===== config.mk =====
export PLATFORM = sky130hd
export DESIGN_NAME = pe_coef_unpacker
export DESIGN_NICKNAME = d
export VERILOG_FILES = /design/src/rtl/pe_coef_unpacker.sv
export SDC_FILE = /design/constraint.sdc
export NUM_CORES = 1
export LEC_CHECK = 0
export BUFFER_PORTS_ARGS = -buffer_cell sky130_fd_sc_hd__buf_2
export CORE_MARGIN = 1.5
export CORE_UTILIZATION = 36
export CTS_BUF_LIST = sky130_fd_sc_hd__clkbuf_16
export DETAILED_ROUTE_END_ITERATION = 10
export PLACE_DENSITY = 0.61
export SLEW_MARGIN = 20
export SYNTH_ARGS = -nofsm -noshare
export SYNTH_HDL_FRONTEND = slang
export SYNTH_SLANG_ARGS = --single-unit

===== constraint.sdc =====
create_clock -name clk -period 14.05 [get_ports clk]
set_input_delay 2.81 -clock clk [delete_from_list [all_inputs] [get_ports clk]]
set_output_delay 2.81 -clock clk [all_outputs]
set_load 0.01 [all_outputs]

===== src/rtl/pe_coef_unpacker.sv =====
// pe_coef_unpacker: ByteDecode_d stage, unpacks an LSB-first 32-bit word stream into NUM d-bit
// coefficients per beat, 256 per polynomial. Define PE_UNPACK_RANGE_CHK_EN for the d==12 range check.
module pe_coef_unpacker #(
  parameter int WIDTH = 32,
  parameter int NUM   = 4,
  parameter int Q     = 3329
) (
  input  logic                 clk,
  input  logic                 rst,
  input  logic                 start,
  input  logic [3:0]           d_sel,
  input  logic [31:0]          in_data,
  input  logic                 in_valid,
  output logic                 in_ready,
  output logic [NUM*WIDTH-1:0] out_data,
  output logic                 out_valid,
  input  logic                 out_ready,
  output logic                 out_last,
  output logic                 busy,
  output logic                 done,
  output logic                 err_range
);
  localparam int BEATS = 256 / NUM;
  localparam int BW    = (BEATS > 1) ? $clog2(BEATS) : 1;

  if ((256 % NUM) != 0 || NUM * 12 > 48 || Q < 2 || Q > 4095) begin : g_bad_params
    $error("pe_coef_unpacker: unsupported NUM or Q");
  end

  typedef enum logic [1:0] {IDLE, RUN, DONE} state_t;

  state_t        state_reg, state_next;
  logic [3:0]    d_reg;
  logic [63:0]   bit_buf_reg, bit_buf_next;
  logic [6:0]    cnt_reg, cnt_next;
  logic [6:0]    words_reg;
  logic [BW-1:0] beat_reg;

  logic       d_legal, start_accept, in_fire, out_fire;
  logic [6:0] beat_bits, cnt_base;
  logic [63:0] buf_shift;
  logic [11:0] coef_mask;

  always_comb begin
    d_legal = 1'b0;
    case (d_sel)
      4'd1, 4'd4, 4'd5, 4'd10, 4'd11, 4'd12: d_legal = 1'b1;
      default: d_legal = 1'b0;
    endcase
  end

  assign beat_bits    = 7'(NUM) * {3'b000, d_reg};
  assign start_accept = (state_reg == IDLE) && start && d_legal;
  assign in_fire      = in_valid && in_ready;
  assign out_fire     = out_valid && out_ready;

  // Every output below is decoded from registered state only.
  always_comb begin
    state_next = state_reg;
    in_ready   = 1'b0;
    out_valid  = 1'b0;
    out_last   = 1'b0;
    busy       = (state_reg != IDLE);
    done       = (state_reg == DONE);
    case (state_reg)
      IDLE: if (start_accept) state_next = RUN;
      RUN: begin
        in_ready  = (cnt_reg <= 7'd32) && (words_reg < {d_reg, 3'b000});
        out_valid = (cnt_reg >= beat_bits);
        out_last  = out_valid && (beat_reg == BW'(BEATS - 1));
        if (out_valid && out_ready && out_last) state_next = DONE;
      end
      DONE:    state_next = IDLE;
      default: state_next = IDLE;
    endcase
  end

  // Consume first, then append the new word right above the surviving bits.
  always_comb begin
    buf_shift    = out_fire ? (bit_buf_reg >> beat_bits) : bit_buf_reg;
    cnt_base     = out_fire ? (cnt_reg - beat_bits) : cnt_reg;
    bit_buf_next = buf_shift;
    cnt_next     = cnt_base;
    if (in_fire) begin
      bit_buf_next = buf_shift | ({32'b0, in_data} << cnt_base);
      cnt_next     = cnt_base + 7'd32;
    end
  end

  always_ff @(posedge clk or negedge rst) begin
    if (!rst) begin
      state_reg   <= IDLE;
      d_reg       <= '0;
      bit_buf_reg <= '0;
      cnt_reg     <= '0;
      words_reg   <= '0;
      beat_reg    <= '0;
    end else begin
      state_reg <= state_next;
      if (start_accept) begin
        d_reg       <= d_sel;
        bit_buf_reg <= '0;
        cnt_reg     <= '0;
        words_reg   <= '0;
        beat_reg    <= '0;
      end else begin
        bit_buf_reg <= bit_buf_next;
        cnt_reg     <= cnt_next;
        if (in_fire)  words_reg <= words_reg + 7'd1;
        if (out_fire) beat_reg  <= beat_reg + BW'(1);
      end
    end
  end

  assign coef_mask = 12'((13'd1 << d_reg) - 13'd1);

  logic [NUM-1:0] lane_bad;

  for (genvar gi = 0; gi < NUM; gi++) begin : g_lane
    logic [11:0] coef;
    assign coef = 12'(bit_buf_reg >> (7'(gi) * {3'b000, d_reg})) & coef_mask;
    assign out_data[gi*WIDTH +: WIDTH] = WIDTH'(coef);
`ifdef PE_UNPACK_RANGE_CHK_EN
    assign lane_bad[gi] = (coef >= 12'(Q));
`else
    assign lane_bad[gi] = 1'b0;
`endif
  end

`ifdef PE_UNPACK_RANGE_CHK_EN
  logic err_range_reg;

  always_ff @(posedge clk or negedge rst) begin
    if (!rst) begin
      err_range_reg <= 1'b0;
    end else if (start_accept) begin
      err_range_reg <= 1'b0;
    end else if (out_fire && (d_reg == 4'd12) && (|lane_bad)) begin
      err_range_reg <= 1'b1;
    end
  end

  assign err_range = err_range_reg;
`else
  // Lane flags are constant zero here; fold them in so nothing is left dangling.
  assign err_range = |lane_bad;
`endif

endmodule

## After elaboration in Yosys (flattened, before gate mapping)

Cells that the tools add are included.

| operators by class | value |
|---|---|
| $lt $le $gt $ge | 3 |
| bitwise gates (word level) | 5 |
| equality and inequality tests | 11 |
| reduce and logical (&&, ||, !) cells | 14 |
| multiply operators | 1 |
| mux-type cells | 17 |
| shifts and indexed selects | 6 |
| add/subtract/negate cells | 5 |

Operators with widths:

| cell | number |
|---|---|
| 64-bit two-way mux | 3 |
| 64-bit OR | 1 |
| 32-bit by 7-bit left shift with 64-bit output | 1 |
| 64-bit by 4-bit right shift with 12-bit output | 1 |
| 64-bit by 5-bit right shift with 12-bit output | 1 |
| 64-bit by 6-bit right shift with 12-bit output | 1 |
| 64-bit by 6-bit right shift with 64-bit output | 1 |
| 12-bit AND | 4 |
| 7-bit two-way mux | 5 |
| 4-bit equality test, second input constant | 3 |
| 6-bit two-way mux | 2 |
| 1-bit by 4-bit left shift with 12-bit output, first input constant | 1 |
| 12-bit by 1-bit subtractor with 12-bit output, second input constant | 1 |
| 4-bit by 3-bit equality test with 1-bit output, second input constant | 2 |
| 1-bit logical AND | 8 |
| 7-bit by 1-bit adder with 7-bit output, second input constant | 1 |
| 7-bit by 6-bit adder with 7-bit output, second input constant | 1 |
| 7-bit by 6-bit >= comparator with 1-bit output | 1 |
| 7-bit by 6-bit less-or-equal comparator with 1-bit output, second input constant | 1 |
| 7-bit less-than comparator | 1 |
| 7-bit by 6-bit subtractor with 7-bit output | 1 |
| 6-bit by 1-bit adder with 6-bit output, second input constant | 1 |
| 6-bit equality test, second input constant | 1 |
| 2-bit by 4-bit multiplier with 6-bit output, first input constant | 1 |
| 11 further kinds | 18 |

| storage, ports and cells | value |
|---|---|
| input port bits | 41 |
| output and inout bits | 134 |
| register bits after elaboration | 90 |
| logic and storage cells | 68 |

## Longest topological paths before layout

| depth | value |
|---|---|
| word-level depth | 8 |
| mapped depth | 18 |
| mapped depth without buffers | 11 |

## Worst setup path after synthesis

No wires, ideal clock.

| path | value |
|---|---|
| path kind | register to output |
| start | reg d_reg[2] |
| end | out out_data[98] |
| arrival | 3.907 ns |
| stages on the path, launching flop included | 14 |
| path buffers | 5 |
| required time | 11.240 ns |
| path slack | 7.333 ns |
| cell sequence | dfrtp_1 clkbuf_1 inv_1 clkbuf_1 buf_2 buf_1 ha_1 a21oi_1 xnor2_1 buf_2 mux4_2 nor2_1 nor3_1 nor3_1 |

| on the way | value |
|---|---|
| cells in the longest elaborated chain, start to end | 3 |
| elaborated cells on any way between the ends | 5 |
| those cells by class | add/sub (1); mul (1); shift (2); bitwise (1) |

RTL lines:

| element | RTL line | source |
|---|---|---|
| from (decl) | 33 | `logic [3:0] d_reg;` |
| from (signal assigned) | 101 | `d_reg <= d_sel;` |
| 2-bit by 4-bit multiplier with 6-bit output / 1-bit by 4-bit left shift with 12-bit output (equally long branches) | 121, 115 |  |
| 64-bit by 6-bit right shift with 12-bit output / 12-bit by 1-bit subtractor with 12-bit output (equally long branches) | 121, 115 |  |
| 12-bit AND * | 121 | `assign coef = 12'(bit_buf_reg >> (7'(gi) * {3'b000, d_reg})) & coef_mask;` |
| to (decl) | 15 | `output logic [NUM*WIDTH-1:0] out_data,` |

Every way passes the cells marked *; elsewhere a longest branch is shown, timed or not.

## Worst setup path after layout

| path | value |
|---|---|
| start | reg d_reg[1] |
| end | out out_data[100] |

The elaborated chain is that of the path after synthesis.

==> impl_metrics.tcl <==
set metrics [dict create \
    rsz0062_at_grt "false" \
    r2r_start "d_reg[1]$_DFFE_PN0P_" \
    area_delta_synth_final_pct 4.337 \
    num_antenna_cells 0 \
    yosys.area.top_type "dfrtp_1" \
    cts-root-buf "clkbuf_16" \
    initialDrtViolationCount 2357 \
    drc_errors 0 \
    avgSynthCellArea_um2 8.004 \
    required_ns 11.24 \
    die_area_mm2 0.04087 \
    clk_pin_slew_ns 0.07 \
    num_rows 72 \
    nNetsFinal 1807 \
    ctsHoldBuffers 0 \
    grt_pass1_wl_um 86610 \
    cts_setup_buffers 0 \
    largest_register_ffs 64 \
    synth_area_leaders "dfrtp_1, mux4_2, mux2i_1" \
    grt_use_total 0.2725 \
    wl_um 56990 \
    io_buffers 93 \
    cts_buffers 9 \
    first_global_vias 13660 \
    maxSlewHeadroom 0.2762 \
    worstPathArrival_ns 5.26 \
    ant_nets 0 \
    setup_violations 0 \
    timing.fmax_mhz 123.9 \
    dp_hpwl_um 41520 \
    max_cap_violations 0 \
    holdPathEnd "beat_reg[1]$_DFFE_PN0P_" \
    r2r_slack_ns 8.04 \
    cts_resized 0 \
    layout-drive-gt1-share 0.1989 \
    start_util 0.3669 \
    r2r_cells 11 \
    hold_depth 2 \
    yosysUniqueCellTypes 85 \
    num_vias 14770 \
    pin_count 175 \
    fin_worst_skew_ns 0.01008 \
    reg2reg_to "bit_buf_reg[13]$_DFF_PN0_" \
    finalCritPeriodShare 0.5746 \
    wl_per_cell_um 25.13 \
    status "complete, no violations" \
    critPathKind "reg2out" \
    clock_latency_ns 0.36 \
    ctsLongestPathBuffers 2 \
    ys.flop_type "dfrtp_1" \
    cts_tree "yes" \
    synth-async-reset-ratio 1.000 \
    synth_edf_count 0 \
    cts.sinks 88 \
    first_pass_iters 6 \
    syn_inst 1784 \
    crit_path_end_kind "primary output" \
    ys_warn_count 0 \
    setup_tns_ns 0 \
    core_area_mm2 0.03892 \
    timing.final.max_slew_violations 0 \
    ys_seq_area_frac 0.1542 \
    die_w_um 202.2 \
    place.gp.congestion 0.9660 \
    synth_top_area_frac 0.1542 \
    hold_path_class "reg2reg" \
    yosys.cell_count.top_type "o21ai_0" \
    antenna_found_initial 0 \
    cts_htree_levels 3 \
    via_per_inst 6.512 \
    worst_pin_slew_ns 1.084 \
    setup.worst_path.start_class "flop" \
    ys_ff_latch 88 \
    grt_max_degree 82 \
    finalHoldViolCount 0 \
    cp_max_fo 71 \
    netlist_area_mm2 0.01428 \
    min-delay-start "beat_reg[1]$_DFFE_PN0P_" \
    fin_crit_ns 8.073 \
    dieHeight_um 202.2 \
    synthTopCellsByCount "o21ai_0, nor2_1, nand2_1, mux2i_1, a21oi_1" \
    grt_overflow_total 0 \
]
[cells by family after synthesis]
group / Yosys count / share of synthesized area
multiplexers: 275 / 0.2681
other: 1 / 0.0002626
flip-flops: 88 / 0.1542
AO/OA/AOI/OAI: 587 / 0.2717
buffers and inverters: 271 / 0.1014
AND/OR/NAND/NOR: 520 / 0.1719
adder cells (fa/ha/maj): 21 / 0.01945
XOR/XNOR: 21 / 0.01288
[per-stage QoR]
step                      instances  instance area, µm²    util  setup slack [ns]  hold WS, ns
after detailed placement       2251               14600  0.3753             6.449       0.5434
after global placement         2251               14600  0.3753             6.508       0.5325
after floorplan                1864               14580       -             7.333       0.5124
after global routing           2268               14900  0.3828             5.783       0.5834
after CTS                      2267               14880  0.3823             6.050       0.5579
final                          2268               14900  0.3828             5.977       0.5570
[per-layer routing]
| layer | part of all wire | track usage | vias to the layer above |
|---|---|---|---|
| li1 | - | - | 6507 |
| met1 | 0.44 | 0.4056 | 7169 |
| met2 | 0.43 | 0.3995 | 976 |
| met3 | 0.10 | 0.04273 | 117 |
| met4 | 0.032 | 0.08730 | 0 |
| met5 | 0 | 0 | - |
[cell type report]
class                   instances  area, µm²
clock inverters                 7      48.80
well taps                     518      648.1
fillers                      4172      24020
clock buffers                   9      225.2
multi-input cells            1505      10980
flip-flops and latches         88       2212
inverters                      15      57.56
repair buffers                126      728.2
[placed cells by master (no fill, tap or decap), types with 66 or more instances in the layout]
cell     synthesis  routed
a21oi_1        110     110
nand2_1        139     139
mux4_2          77      77
conb_1           1      81
mux2i_1        120     120
nor2_1         156     155
dfrtp_1         88      84
nand3_1         66      66
buf_2           44      92
o21ai_0        158     158
mux2_2          74      74
[critical path, stage by stage (launching register included)]
cell      delay [ns]
dfrtp_4         0.82
clkinv_2        0.67
ha_2            0.56
buf_4           0.69
mux2_2          0.43
or2_1           0.22
o21a_1          0.12
mux4_2          0.48
mux4_2          0.52
and2_1          0.18
buf_2           0.13
[worst max path at each step]
stage                    startpoint             to  slack (ns)  depth (start not counted)
3_3_place_gp   d_reg[1]$_DFFE_PN0P_  out_data[100]        6.51                         10
6_report       d_reg[1]$_DFFE_PN0P_  out_data[100]        5.98                         10
5_1_grt        d_reg[1]$_DFFE_PN0P_  out_data[100]        5.78                         10
3_5_place_dp   d_reg[1]$_DFFE_PN0P_  out_data[100]        6.45                         10
4_1_cts        d_reg[1]$_DFFE_PN0P_  out_data[100]        6.05                         10
2_1_floorplan  d_reg[2]$_DFFE_PN0P_   out_data[98]        7.33                         13
Power is not shown: default switching activity piles up to over one toggle a cycle in this logic, so the estimate is an artifact.
